==> src/rtl/fact_core_if.sv <==
// Handshake bundle between the factorial register front-end (master) and fact_core (slave).
// go/n carry the request; nf/done/err/cs carry the result and debug state back.
interface fact_core_if #(
  parameter int N_W    = 4,
  parameter int DATA_W = 32
);
  logic              go;
  logic [N_W-1:0]    n;
  logic [DATA_W-1:0] nf;
  logic              done;
  logic              err;
  logic [2:0]        cs;

  modport master (output go, output n, input nf, input done, input err, input cs);
  modport slave  (input go, input n, output nf, output done, output err, output cs);
endinterface

==> src/rtl/fact_core.sv <==
// Iterative factorial engine: computes n! by repeated multiply, with Done/Err strobes.
// Operands above MAX_N are rejected with Err before any multiply, so nf never wraps.
module fact_core #(
  parameter int N_W    = 4,
  parameter int DATA_W = 32,
  parameter int MAX_N  = 12
) (
  input logic       clk,
  input logic       rst,
  fact_core_if.slave bus
);

  typedef enum logic [2:0] {
    ST_IDLE = 3'd0,
    ST_LOAD = 3'd1,
    ST_MULT = 3'd2,
    ST_DONE = 3'd3,
    ST_ERR  = 3'd4
  } state_t;

  state_t                   state_r;
  state_t                   state_next_s;
  logic [N_W-1:0]           cnt_r;
  logic [N_W-1:0]           cnt_next_s;
  logic [DATA_W-1:0]        nf_r;
  logic [DATA_W-1:0]        nf_next_s;
  logic                     done_r;
  logic                     err_r;
  logic [DATA_W+N_W-1:0]    prod_s;

  // Full-width product; the top N_W bits are always zero for n <= MAX_N.
  assign prod_s = {{N_W{1'b0}}, nf_r} * {{DATA_W{1'b0}}, cnt_r};

  // Next-state and datapath update for the factorial sequence.
  always_comb begin
    state_next_s = state_r;
    cnt_next_s   = cnt_r;
    nf_next_s    = nf_r;
    case (state_r)
      ST_IDLE: begin
        if (bus.go) begin
          cnt_next_s   = bus.n;
          state_next_s = ST_LOAD;
        end else begin
          state_next_s = ST_IDLE;
        end
      end
      ST_LOAD: begin
        if (int'(cnt_r) > MAX_N) begin
          state_next_s = ST_ERR;
        end else begin
          nf_next_s    = {{(DATA_W-1){1'b0}}, 1'b1};
          state_next_s = ST_MULT;
        end
      end
      ST_MULT: begin
        if (cnt_r <= {{(N_W-1){1'b0}}, 1'b1}) begin
          state_next_s = ST_DONE;
        end else begin
          nf_next_s    = prod_s[DATA_W-1:0];
          cnt_next_s   = cnt_r - {{(N_W-1){1'b0}}, 1'b1};
          state_next_s = ST_MULT;
        end
      end
      ST_DONE: state_next_s = ST_IDLE;
      ST_ERR:  state_next_s = ST_IDLE;
      default: state_next_s = ST_IDLE;
    endcase
  end

  // State, datapath and strobe registers; strobes follow the state they announce.
  always_ff @(posedge clk or negedge rst) begin
    if (!rst) begin
      state_r <= ST_IDLE;
      cnt_r   <= {N_W{1'b0}};
      nf_r    <= {DATA_W{1'b0}};
      done_r  <= 1'b0;
      err_r   <= 1'b0;
    end else begin
      state_r <= state_next_s;
      cnt_r   <= cnt_next_s;
      nf_r    <= nf_next_s;
      done_r  <= (state_next_s == ST_DONE);
      err_r   <= (state_next_s == ST_ERR);
    end
  end

  assign bus.nf   = nf_r;
  assign bus.done = done_r;
  assign bus.err  = err_r;
  assign bus.cs   = state_r;

endmodule
==> src/flat_wrapper.sv <==
// flat-port wrapper written by rule: the top's interface ports become plain ports
module fact_core_flat 
#(
  parameter int N_W    = 4,
  parameter int DATA_W = 32,
  parameter int MAX_N  = 12
)
  (clk, rst, bus_go, bus_n, bus_nf, bus_done, bus_err, bus_cs);
  fact_core_if #(.N_W(N_W), .DATA_W(DATA_W)) bus_i ();
  input logic clk;
  input logic rst;
  input wire logic [$bits(bus_i.go)-1:0] bus_go;
  input wire logic [$bits(bus_i.n)-1:0] bus_n;
  output wire logic [$bits(bus_i.nf)-1:0] bus_nf;
  output wire logic [$bits(bus_i.done)-1:0] bus_done;
  output wire logic [$bits(bus_i.err)-1:0] bus_err;
  output wire logic [$bits(bus_i.cs)-1:0] bus_cs;
  assign bus_i.go = bus_go;
  assign bus_i.n = bus_n;
  assign bus_nf = bus_i.nf;
  assign bus_done = bus_i.done;
  assign bus_err = bus_i.err;
  assign bus_cs = bus_i.cs;
  fact_core #(.N_W(N_W), .DATA_W(DATA_W), .MAX_N(MAX_N)) u_core (.clk(clk), .rst(rst), .bus(bus_i));
endmodule
==> config.mk <==
export PLATFORM = sky130hd
export DESIGN_NAME = fact_core_flat
export DESIGN_NICKNAME = d
export VERILOG_FILES = /design/src/rtl/fact_core_if.sv /design/src/rtl/fact_core.sv /design/src/flat_wrapper.sv
export SDC_FILE = /design/constraint.sdc
export NUM_CORES = 1
export LEC_CHECK = 0
export ABC_CLOCK_PERIOD_IN_PS = 3870
export CELL_PAD_IN_SITES_DETAIL_PLACEMENT = 1
export CELL_PAD_IN_SITES_GLOBAL_PLACEMENT = 2
export CORE_ASPECT_RATIO = 0.7
export CORE_MARGIN = 10
export CORE_UTILIZATION = 33
export CTS_CLUSTER_DIAMETER = 80
export DETAILED_ROUTE_END_ITERATION = 12
export GPL_TIMING_DRIVEN = 0
export PLACE_DENSITY_LB_ADDON = 0.25
export SLEW_MARGIN = 40
export SYNTH_ARGS = -nofsm -noshare
export SYNTH_HDL_FRONTEND = slang
export SYNTH_SLANG_ARGS = --single-unit
export TNS_END_PERCENT = 100
==> constraint.sdc <==
create_clock -name clk -period 3.87 [get_ports clk]
set_input_delay 0.774 -clock clk [delete_from_list [all_inputs] [get_ports clk]]
set_output_delay 0.774 -clock clk [all_outputs]
set_load 0.05 [all_outputs]
Word-level counts from Yosys, hierarchy flattened
Index checks and enable logic that the tools add are counted.

word-level totals
  register bits after elaboration = 41
  bits of input ports = 7
  output and inout port bits = 37
  word-level logic and storage cells = 31

cells by class
  $add $sub $neg = 1
  multiply operators = 1
  $lt $le $gt $ge = 2
  eq/ne operators = 7
  multiplexer cells = 10
  reduce and logical (&&, ||, !) cells = 5

operator list
  operator               count
  $mux W32               2
  $pmux W32 S2           1
  $mul A32 B4 Y32        1
  $pmux W3 S3            1
  $mux W4                2
  $pmux W4 S2            1
  $eq A3 B2 Y1 const B   2
  $ne A2 B2 Y1 const B   3
  $reduce_and A3 Y1      2
  $gt A4 B4 Y1 const B   1
  $le A4 B1 Y1 const B   1
  $reduce_bool A2 Y1     2
  $sub A4 B1 Y4 const B  1
  $eq A3 B1 Y1 const B   1
  $eq A3 B3 Y1 const B   1
  $logic_not A3 Y1       1
  $mux W3                1
  $mux W1                2

Longest topological paths before layout
  word-level depth = 4
  gate-level depth with buffers = 16

Least setup slack after synthesis
No wires, ideal clock.

  kind = register -> register
  from = register u_core.nf_r[6], in the netlist u_core.bus.nf[6]
  to = register u_core.nf_r[31], in the netlist u_core.bus.nf[31]
  setup time = 0.138 ns
  arrival = 3.828 ns
  path slack = -0.096 ns
  cell stages (with the launch flop) = 15
  clock period less this slack = 3.966 ns
  cells stage by stage = dfrtp_1 > and2_1 > fa_1 > inv_1 > fa_1 > inv_1 > ha_1 > buf_6 > and3_4 > and3_1 > a221o_2 > o21ai_4 > o31ai_2 > a222oi_1 > o41ai_1

between the ends
  cells in the longest elaborated chain, start to end = 3

ends and longest elaborated chain
  element                 RTL line         source
  from (decl)             fact_core.sv:25  logic [DATA_W-1:0] nf_r;
  from (signal assigned)  fact_core.sv:76  nf_r <= {DATA_W{1'b0}};
  from (signal assigned)  fact_core.sv:82  nf_r <= nf_next_s;
  $mul A32 B4 Y32         fact_core.sv:32  assign prod_s = {{N_W{1'b0}}, nf_r} * {{DATA_W{1'b0}}, cnt_r};
  $mux W32                fact_core.sv:57  if (cnt_r <= {{(N_W-1){1'b0}}, 1'b1}) begin
  $pmux W32 S2            fact_core.sv:39  case (state_r)

No other way between the ends. The select of a mux whose other input is x is not followed.
A chain may end at the register's enable or synchronous reset.

Worst setup path in the final report
  from = register u_core.cnt_r[2]
  to = register u_core.nf_r[25], in the netlist u_core.bus.nf[25]

between the ends
  cells in the longest elaborated chain, start to end = 3
  elaborated cells on any way between the ends = 8
  those cells by class = mul: 1; order compare: 2; eq/ne: 2; mux: 2; reduce/logical: 1

ends and longest elaborated chain
  element                                                   RTL line         source
  from (decl)                                               fact_core.sv:23  logic [N_W-1:0] cnt_r;
  from (signal assigned)                                    fact_core.sv:75  cnt_r <= {N_W{1'b0}};
  from (signal assigned)                                    fact_core.sv:81  cnt_r <= cnt_next_s;
  $mul A32 B4 Y32, or another cell as far along             fact_core.sv:32
  $mux W32 / $ne A2 B2 Y1 (equally long branches)           -
  $pmux W32 S2 / $reduce_and A3 Y1 (equally long branches)  -

Several ways; a longest one is shown, not always the timed one. The select of a mux whose other input is x is not followed.

==> metrics.txt <==
# TYPE chip_impl_metric gauge
chip_impl_info{name="run_status",value="complete, but fails checks"} 1
chip_impl_info{name="violations",value="negative setup slack"} 1
chip_impl_metric{name="transition_time_at_the_pin_with_the_least_slew_margin",unit="ns"} 0.745
chip_impl_metric{name="row_count",unit=""} 39
chip_impl_info{name="timing.setup.critical_path_class",value="flop to flop"} 1
chip_impl_metric{name="layout_worst_path_cycle_share",unit="%"} 103
chip_impl_metric{name="worst_ep_required_time",unit="ns"} 4.04
chip_impl_metric{name="synth-edff-count",unit=""} 0
chip_impl_metric{name="tritoncts_num_sinks",unit=""} 41
chip_impl_info{name="top_ff_cell_synth",value="sky130_fd_sc_hd__dfrtp_1"} 1
chip_impl_metric{name="timing.critical_path.slowest_cell_delay",unit="ns"} 0.55
chip_impl_metric{name="netlist_area",unit="sq um"} 5600
chip_impl_info{name="cts.root.buffer_cell",value="sky130_fd_sc_hd__clkbuf_16"} 1
chip_impl_metric{name="maximum_number_of_pins_on_one_net_before_global_route_repair",unit=""} 25
chip_impl_metric{name="num_antenna_cells",unit=""} 0
chip_impl_metric{name="timing.slew.headroom",unit="%"} 50.3
chip_impl_metric{name="wl_met3",unit="microns"} 851
chip_impl_info{name="path_cells",value="clkbuf_16 -> and2_4 -> fa_1 -> inv_2 -> fa_1 -> inv_2 -> ha_4 -> and3_4 -> and3_4 -> a221o_2 -> o31ai_4 -> buf_4 -> o41ai_4 -> xnor2_1 -> o21ai_1"} 1
chip_impl_info{name="critical_path.endpoint_type",value="flop"} 1
chip_impl_metric{name="syn_nets",unit=""} 789
chip_impl_metric{name="overflow",unit=""} 0
chip_impl_metric{name="final_replace_weighted_congestion",unit=""} 0.850
chip_impl_info{name="cts_tree",value="done"} 1
chip_impl_metric{name="yosysUniqueCellTypes",unit=""} 57
chip_impl_metric{name="yosysWarningCount",unit=""} 0
chip_impl_metric{name="portBuffers",unit=""} 43
chip_impl_metric{name="placed_cells_incl_taps",unit=""} 960
chip_impl_metric{name="total_cts_buffers",unit=""} 5
chip_impl_metric{name="number_of_global_route_vias_before_repair",unit=""} 5602
chip_impl_info{name="mostFrequentLayoutCells",value="sky130_fd_sc_hd__inv_1, sky130_fd_sc_hd__nand2_1, sky130_fd_sc_hd__and2_1"} 1
chip_impl_metric{name="finalWirelength",unit="microns"} 19300
chip_impl_info{name="top_signal_layer_used",value="met4"} 1
chip_impl_metric{name="clkSlewWorstSetupHoldPaths",unit="ns"} 0.07
chip_impl_metric{name="route.detailed.vias_per_inst",unit=""} 5.11
chip_impl_metric{name="initial_antenna_violation_count",unit=""} 1
chip_impl_metric{name="globalRouteTotalUtil",unit="%"} 16.9
chip_impl_metric{name="cts.htree.levels",unit=""} 2
chip_impl_metric{name="avgRoutedWirePerCell",unit="microns"} 19.3
chip_impl_metric{name="syn-instance-count",unit=""} 691
chip_impl_metric{name="p_leak",unit="nW"} 3.43
chip_impl_metric{name="ctsLongestPathBuffers",unit=""} 2
chip_impl_info{name="class_of_the_most_critical_hold_timing_path",value="primary input to asynchronous set/reset pin"} 1
chip_impl_info{name="critical_path.top_delay_family",value="adder cells"} 1
chip_impl_info{name="crit_path_slowest_cell",value="sky130_fd_sc_hd__fa_1"} 1
chip_impl_metric{name="async_reset_ff_share",unit="%"} 100
chip_impl_metric{name="timing.final.crit_period",unit="ns"} 3.99
chip_impl_metric{name="power.share.switching",unit="%"} 53.3
chip_impl_metric{name="clock_power_share",unit="%"} 8.5
chip_impl_metric{name="cap_violations",unit=""} 0
chip_impl_metric{name="instance_area_at_placement",unit="sq um"} 6340
chip_impl_metric{name="crit_buf_inv",unit=""} 4
chip_impl_metric{name="synth.avg_cell_area",unit="sq um"} 8.10
chip_impl_metric{name="num-fill-cells",unit=""} 1979
chip_impl_metric{name="wl_met2",unit="microns"} 8740
chip_impl_metric{name="design_area",unit="sq um"} 7510
chip_impl_metric{name="pwr_density_cell",unit="nW/um^2"} 810
chip_impl_metric{name="route.vias.total",unit=""} 5108
chip_impl_metric{name="critPathArrivalTime",unit="ns"} 4.16
chip_impl_metric{name="ctsHoldBuffers",unit=""} 0
chip_impl_info{name="layout.cells.most_common",value="sky130_fd_sc_hd__inv_1"} 1
chip_impl_metric{name="post_place_setup_slack",unit="ns"} -0.811
chip_impl_metric{name="power.switching",unit="mW"} 3.24
chip_impl_metric{name="pre_repair_dr_iteration_count",unit=""} 4
chip_impl_metric{name="hold-worst-slack",unit="ns"} 0.351
chip_impl_metric{name="setup-violations-final",unit=""} 6
chip_impl_metric{name="core-area",unit="sq um"} 16500
chip_impl_metric{name="clk-insertion-delay-late",unit="ns"} 0.30
chip_impl_metric{name="die_width",unit="microns"} 176
chip_impl_metric{name="detailedRoute.firstIterationViolations",unit=""} 221
chip_impl_metric{name="floorplan.io_pins",unit=""} 44
chip_impl_metric{name="die_area",unit="sq um"} 22700
chip_impl_metric{name="detail-route-antenna-nets",unit=""} 0
chip_impl_metric{name="irDropWorstVdd",unit="uV"} 302
chip_impl_metric{name="combPwrFrac",unit="%"} 78.1
chip_impl_metric{name="wl_met1",unit="microns"} 9550
chip_impl_metric{name="worst_clk_skew",unit="ns"} 0.00927
chip_impl_metric{name="ys_seq_elements",unit=""} 41
chip_impl_metric{name="final_cell_count_no_fill",unit=""} 1000
chip_impl_metric{name="final_nets",unit=""} 872
chip_impl_metric{name="final_layout_size_suffix_gt1_share",unit="%"} 22.2
chip_impl_info{name="setup_repair_after_global_routing_missed_its_margin",value="true"} 1
chip_impl_metric{name="synth_seq_area_share",unit="%"} 18.3
chip_impl_metric{name="timing.fmax",unit="MHz"} 251
chip_impl_metric{name="setup_ws",unit="ns"} -0.120
chip_impl_metric{name="global_route_wire_length_before_repair",unit="microns"} 30900
chip_impl_metric{name="post-route-drc-count",unit=""} 0
chip_impl_metric{name="post-dp-hpwl",unit="microns"} 14200
chip_impl_metric{name="worst-path-max-fanout",unit=""} 6
chip_impl_metric{name="seqPwrFrac",unit="%"} 13.4
chip_impl_metric{name="internal_power",unit="mW"} 2.84
chip_impl_info{name="nature_of_the_critical_path_startpoint",value="flop"} 1
chip_impl_metric{name="floorplan.die.height",unit="microns"} 129
chip_impl_metric{name="areaGrowthSynthToFinish",unit="%"} 34.2
chip_impl_metric{name="floorplan.initialDensity",unit="%"} 33.9
chip_impl_metric{name="timing_hold_violations_final",unit=""} 0
chip_impl_metric{name="slew_violations",unit=""} 0
Yosys cell counts (12+ instances only):
cell | n | share of area [%]
sky130_fd_sc_hd__clkbuf_1 | 26 | 1.7
sky130_fd_sc_hd__a21oi_1 | 27 | 2.4
sky130_fd_sc_hd__nor2_1 | 22 | 1.5
sky130_fd_sc_hd__fa_1 | 57 | 20
sky130_fd_sc_hd__and2_1 | 89 | 9.9
sky130_fd_sc_hd__ha_1 | 34 | 7.6
sky130_fd_sc_hd__o21ai_1 | 12 | 1.1
sky130_fd_sc_hd__nand2_1 | 88 | 5.9
sky130_fd_sc_hd__inv_1 | 114 | 7.6
sky130_fd_sc_hd__xor2_1 | 12 | 1.9
sky130_fd_sc_hd__nand3_1 | 12 | 1.1
sky130_fd_sc_hd__dfrtp_1 | 41 | 18
sky130_fd_sc_hd__xnor2_1 | 17 | 2.7
sky130_fd_sc_hd__o21ai_0 | 40 | 3.6
sky130_fd_sc_hd__a21o_1 | 13 | 1.7
what timing repair did:
item | 4_1_cts | 5_1_grt
pin swaps | 26 | 52
setup buffers | 22 | 17
cloned | 1 | 1
resized for setup | 94 | 79
setup endpoints to repair | 24 | 19
registers in the layout, indices dropped and copies added (netlist names):
signal           flops
u_core.bus.nf       32
u_core.bus.err       1
u_core.bus.done      1
u_core.cnt_r         4
u_core.bus.cs        3
worst reg2reg max path: stages (launching register included):
cell and delay [ns]:
sky130_fd_sc_hd__dfrtp_2 0.50, sky130_fd_sc_hd__clkbuf_16 0.20, sky130_fd_sc_hd__and2_4 0.14, sky130_fd_sc_hd__fa_1 0.55
sky130_fd_sc_hd__inv_2 0.05, sky130_fd_sc_hd__fa_1 0.53, sky130_fd_sc_hd__inv_2 0.05, sky130_fd_sc_hd__ha_4 0.21
sky130_fd_sc_hd__and3_4 0.15, sky130_fd_sc_hd__and3_4 0.17, sky130_fd_sc_hd__a221o_2 0.43, sky130_fd_sc_hd__o31ai_4 0.36
sky130_fd_sc_hd__buf_4 0.19, sky130_fd_sc_hd__o41ai_4 0.08, sky130_fd_sc_hd__xnor2_1 0.17, sky130_fd_sc_hd__o21ai_1 0.07
final cells by class:
cell class | instances | area, sq um | share of cell area, %
inverters | 114 | 428 | 5.70
multi-input cells | 505 | 4550 | 60.6
clock inverters | 3 | 46.3 | 0.616
plain buffers | 23 | 234 | 3.12
well taps | 225 | 282 | 3.75
flip-flops and latches | 41 | 1040 | 13.8
clock buffers | 5 | 125 | 1.67
repair buffers | 84 | 811 | 10.8
stage by stage:
step                util, %  TNS (ns)  total power, mW
CTS                    43.0     -1.00             5.64
floorplan                 -         0             3.32
detailed placement     38.4    -12.85             4.49
global placement       38.3    -11.05             4.37
global route           45.5     -1.73             6.63
finish                 45.5    -0.275             6.08
cell families (layout without fill, tap and decap cells):
group / Yosys count / in the layout / share of synthesized area [%]
and+or+nand+nor: 239 / 239 / 21.6
buffers and inverters: 145 / 229 / 9.99
AOI/OAI and AO/OA: 142 / 142 / 16.8
adders and majority gates: 91 / 91 / 28.0
muxes: 4 / 4 / 0.738
xor gates and xnor gates: 29 / 29 / 4.54
DFF: 41 / 41 / 18.3
power groups by stage:
stage	sequential, mW	clock [mW]	combinational (mW)
after global routing	0.843	0.542	5.25
after global placement	0.782	0	3.59
after detailed placement	0.789	0	3.70
final	0.813	0.518	4.75
after CTS	0.807	0.530	4.30
after floorplan	1.09	0	2.23
worst paths after layout:
| path | cells after the start | end | startpoint | slack (ns) |
|---|---|---|---|---|
| max in group asynchronous | 2 | u_core.bus.nf[17] | rst | 3.05 |
| min in group clk | 1 | u_core.bus.cs[0] | u_core.bus.cs[2] | 0.51 |
| min | 1 | u_core.bus.cs[2] | rst | 0.35 |
| max | 15 | u_core.bus.nf[25] | u_core.cnt_r[2] | -0.12 |
| max reg2reg | 15 | u_core.bus.nf[25] | u_core.cnt_r[2] | -0.12 |
| min reg2reg | 1 | u_core.bus.cs[0] | u_core.bus.cs[2] | 0.51 |
layer usage:
metal | vias up | global-route usage (%)
met5 | - | 0
met4 | 0 | 2.73
met3 | 12 | 2.37
met2 | 68 | 26.7
met1 | 2640 | 24.3
li1 | 2388 | -
Power figures use the tool's default switching activity.
==> patch 1 (same settings) <==
`N_W` is set to 4 in 3 places; all go to 6.
--- a/src/rtl/fact_core_if.sv
+++ b/src/rtl/fact_core_if.sv
@@ -1,7 +1,7 @@
 // Handshake bundle between the factorial register front-end (master) and fact_core (slave).
 // go/n carry the request; nf/done/err/cs carry the result and debug state back.
 interface fact_core_if #(
-  parameter int N_W    = 4,
+  parameter int N_W    = 6,
   parameter int DATA_W = 32
 );
   logic              go;
--- a/src/rtl/fact_core.sv
+++ b/src/rtl/fact_core.sv
@@ -1,7 +1,7 @@
 // Iterative factorial engine: computes n! by repeated multiply, with Done/Err strobes.
 // Operands above MAX_N are rejected with Err before any multiply, so nf never wraps.
 module fact_core #(
-  parameter int N_W    = 4,
+  parameter int N_W    = 6,
   parameter int DATA_W = 32,
   parameter int MAX_N  = 12
 ) (
--- a/src/flat_wrapper.sv
+++ b/src/flat_wrapper.sv
@@ -1,7 +1,7 @@
 // flat-port wrapper written by rule: the top's interface ports become plain ports
 module fact_core_flat 
 #(
-  parameter int N_W    = 4,
+  parameter int N_W    = 6,
   parameter int DATA_W = 32,
   parameter int MAX_N  = 12
 )
Ports: changed (resized bus_n); port bits go from 44 to 46. The function was not compared with the original's and may differ.
==> patch 1 against the original RTL <==
Setup slack got worse by 470 ps. Critical endpoint is now u_core.bus.nf[29]. Sequential cell count increased by 2. Sequential power increased by 16%. Routed wire length increased by 30%. Area after synthesis increased by 29%. The flow still finishes with violations (setup timing). Total power increased by 31%. Final area increased by 26%.
==> patch 1: results (changes against the original RTL) <==
| Metric | Value |
|---|---|
| Status | `complete, but fails checks` |
| Failing checks | `setup timing` |
| Worst Path Arrival | `4640 ps (+480 ps)` |
| Detailed Place HPWL | `18,500 µm (+30%)` |
| Met2 WL post-DR | `10,600 µm (+22%)` |
| Met3 wire length | `1260 µm (+48%)` |
| Pin count of the biggest net entering global routing | `29 (+16%)` |
| VDD IR max | `460 µV (+52%)` |
| Vias in the first global route | `6,624 (+18%)` |
| Finish-stage setup viols | `23 (+17)` |
| GRT Util Overall | `17.9% (+0.97 points)` |
| GR Layer Usage met3 | `2.99% (+0.62 points)` |
| GR Layer Usage met1 | `26.4% (+2.1 points)` |
| Clock Skew | `12.5 ps (+3.24 ps)` |
| Met2 Track Usage GR | `26.8% (+0.089 points)` |
| Worst hold slack | `351 ps (-0.288 ps)` |
| Post-synthesis sequential area ratio | `14.9% (-3.4 points)` |
| Layout fillers | `2,472 (+25%)` |
| Worst Setup SP | `u_core.cnt_r[0]` |
| Nets@finish | `1,075 (+23%)` |
| P_leak | `4.21 nW (+23%)` |
| Synth cell types | `66 (+16%)` |
| Final worst setup slack | `-586 ps (-465 ps)` |
| Worst R2R End | `u_core.bus.nf[29]` |
| DR iter-0 viols | `298 (+35%)` |
| Via density | `4.95 (-3.1%)` |
| First-pass GRT wire length | `39,200 µm (+27%)` |
| Placer congestion estimate | `0.853 (+0.27%)` |
| Met1 Wirelength | `12,800 µm (+34%)` |
| Synth top area cells | `fa_1 30%, dfrtp_1 15%, and2_1 13%, inv_1 7.5%, ha_1 6.4%` |
| Layout cells sized above 1 | `24.4% (+2.2 points)` |
| Mapped Nets | `978 (+24%)` |
| Slew headroom | `45.5% (-4.9 points)` |
| WL per Instance | `20.8 µm (+8.1%)` |
[patch 1: critical path, stage by stage (launching register included)]
cell and delay (ps):
dfrtp_1 410, buf_8 140, clkbuf_16 160, and2_4 140
fa_1 510, fa_1 580, inv_2 40, fa_1 490
inv_2 50, ha_4 300, nand4_4 120, or3_4 420
a21oi_4 270, nand2_4 130, a2111oi_4 340, o31a_2 190
o31ai_2 60
[patch 1: kinds of logic (layout without fill, tap and decap cells)]
logic type | Yosys count | after routing | share of synthesized area (%)
simple gates | 305 | 305 | 23.7
buf+inv | 175 | 273 | 9.24
fa+ha+maj | 146 | 146 | 36.6
compound gates | 124 | 124 | 11.8
flops | 43 | 43 | 14.9
xor+xnor | 25 | 25 | 3.03
mux | 5 | 5 | 0.692
[patch 1: cell type report]
type	count	area share (%)
multi-input cells	605	64.7
flip-flops and latches	43	11.7
repair buffers	94	9.30
inverters	145	5.74
well taps	282	3.72
plain buffers	26	3.40
clock buffers	6	1.36
clock inverters	2	0.132
[patch 1: power by group]
group	internal (mW)	total [mW]	switching, mW
clock network	0.240	0.451	0.211
registers	0.620	0.946	0.327
logic	2.74	6.55	3.81
total	3.60	7.94	4.34
[patch 1: repair_timing]
action / 4_1_cts / 5_1_grt
endpoints found under the setup margin: 26 / 24
buffers inserted: 32 / 15
gates resized for setup: 62 / 80
hold buffers: 0 / 0
pin swaps: 29 / 28
cloned: 0 / 1
[patch 1: stage by stage]
stage | cell area (µm²) | setup slack (ps) | TNS, ps | instances
after CTS | 9070 | -635 | -9490 | 1190
after global routing | 9480 | -768 | -12750 | 1203
after global placement | 8410 | -1170 | -21410 | 1150
final | 9480 | -586 | -8700 | 1203
after floorplan | 7600 | -281 | -2480 | 823
after detailed placement | 8430 | -1190 | -22330 | 1151
==> patch 2 (same flow settings) <==
Without the edit above. Reset style: synchronous (`rst`), changed in one clocked block.
--- a/src/rtl/fact_core.sv
+++ b/src/rtl/fact_core.sv
@@ -69,7 +69,7 @@
   end
 
   // State, datapath and strobe registers; strobes follow the state they announce.
-  always_ff @(posedge clk or negedge rst) begin
+  always_ff @(posedge clk) begin
     if (!rst) begin
       state_r <= ST_IDLE;
       cnt_r   <= {N_W{1'b0}};
Behaviour: differs if rst is asserted again (counterexample within 4 cycles, from zero or initial values and one cycle with rst low); with rst held inactive, the same outputs for 10 cycles.
==> patch 2 against the original RTL <==
Routed wire length is 0.18% lower. Final area down 5.1%. Largest cell class unchanged. Setup slack gained 150 ps. Sequential cell count unchanged. First-iteration DRC count grew 25%. Fmax increased by 3.9%. Area after synthesis down 1.7%.
Power is left out: it rests on default switching activity, and per cell area and clock period it moved more than threefold.
==> patch 2: results (changes against the original RTL) <==
| Metric | Value |
|---|---|
| Inserted Diodes | `1 (+1)` |
| Nets@finish | `865 (-0.80%)` |
| Asr flop ratio synth | `0% (-100 points)` |
| Footprint of the multi-input gates | `4550 µm² (+0.11%)` |
| Post-synthesis sequential area ratio | `14.9% (-3.4 points)` |
| Mapped Nets | `795 (+0.76%)` |
| Synth cell types | `55 (-3.5%)` |
| Worst Path Arrival | `4040 ps (-120 ps)` |
| # clk buffers | `6 (+1)` |
| First-pass GRT wire length | `30,000 µm (-3.0%)` |
| Yosys warnings | `0 (unchanged)` |
| Worst hold path class | `reg -> reg` |
| Top routing layer in use | `met4` |
| Inst Count DP | `965 (+0.52%)` |
| PortBufs | `43 (unchanged)` |
| Via density | `5.05 (-1.0%)` |
| Clock slew at reported path FFs | `70 ps (about the same)` |
| Synth Area in XOR/XNOR | `4.94% (+0.40 points)` |
| Area taken by flip-flops and latches | `830 µm² (-20%)` |
| Met2 WL post-DR | `8740 µm (about the same)` |
| Post-synthesis compound-gate area fraction | `17.8% (+1.0 points)` |
| Placer congestion estimate | `0.852 (+0.14%)` |
| Detailed Place HPWL | `14,100 µm (-1.1%)` |
| 1st-pass router iterations | `5 (+1)` |
| CTS Buf Count | `5 (unchanged)` |
| Worst path top cell family by delay | `adder cells` |
| Slew headroom | `58.3% (+8.0 points)` |
| GRT Util Overall | `16.6% (-0.28 points)` |
| Post-synth top cells | `117 x inv_1, 91 x and2_1, 71 x nand2_1` |
| Dpl ws | `-1310 ps (-500 ps)` |
| DR iter-0 viols | `276 (+25%)` |
| Met3 wire length | `871 µm (+2.4%)` |
| Vias | `5,019 (-1.7%)` |
| Layout fillers | `1,950 (-1.5%)` |
| Vias in the first global route | `5,436 (-3.0%)` |
| Ys flop type | `dfxtp_1` |
| Inverters | `117 (+2.6%)` |
| Count of multi-input gates | `506 (+0.20%)` |
| Pin count of the biggest net entering global routing | `13 (-48%)` |
| Worst Setup SP | `u_core.cnt_r[3]` |
| WL per Instance | `19.4 µm (+0.52%)` |
| Signal buf overhead | `12.3% (-1.6 points)` |
| Synth top area cells | `fa_1 21%, dfxtp_1 15%, and2_1 10%, inv_1 8.0%, ha_1 7.7%` |
| Status | `finished clean` |
| Layout cells sized above 1 | `17.7% (-4.5 points)` |
| Max Root-Sink Buffers | `2 (unchanged)` |
| Adder-cell share of the synthesized area | `28.5% (+0.50 points)` |
| Synthesized instance count | `697 (+0.87%)` |
| Area after detailed placement | `6210 µm² (-2.0%)` |
| Met1 Wirelength | `9450 µm (-1.0%)` |
| Signal buffers | `96 (-10%)` |
| Total Die Area | `22,300 µm² (-1.5%)` |
| Final-layout clock-cell area share | `2.05% (-0.23 points)` |
| Multiplexer share of the synthesized area | `0.182% (-0.56 points)` |
| Clock Skew | `7.11 ps (-2.16 ps)` |
| Fraction of area in multi-input gates | `63.9% (+3.3 points)` |
## patch 2: changes by cell type in the layout (fill, tap and decap cells not counted), moves of 9 or more
cell,delta
a22oi_1,+13
dfrtp_1,-33
dfxtp_1,+38
nand2_1,-13
nor2_1,+9
o21ai_0,-9
o21ai_1,-9
## patch 2: final timing paths
check	slack [ps]	endpoint	depth (start not counted)
setup / recovery	30	u_core.bus.nf[29]	16
hold / removal	520	u_core.bus.nf[31]	2
setup reg to reg	30	u_core.bus.nf[29]	16
hold reg to reg	520	u_core.bus.nf[31]	2
## patch 2: layer usage
layer  vias up  GRT usage [%]
met5         -              0
met2        95           25.8
met3        10           2.41
met1      2533           23.8
li1       2381              -
met4         0           3.81
## patch 2: timing repair
item / 4_1_cts / 5_1_grt
hold buffers: 0 / 0
gates resized for setup: 68 / 73
buffers inserted: 9 / 14
endpoints found under the setup margin: 27 / 17
endpoints found under the hold margin: 0 / 0
cloned: 0 / 2
pin swaps: 13 / 48
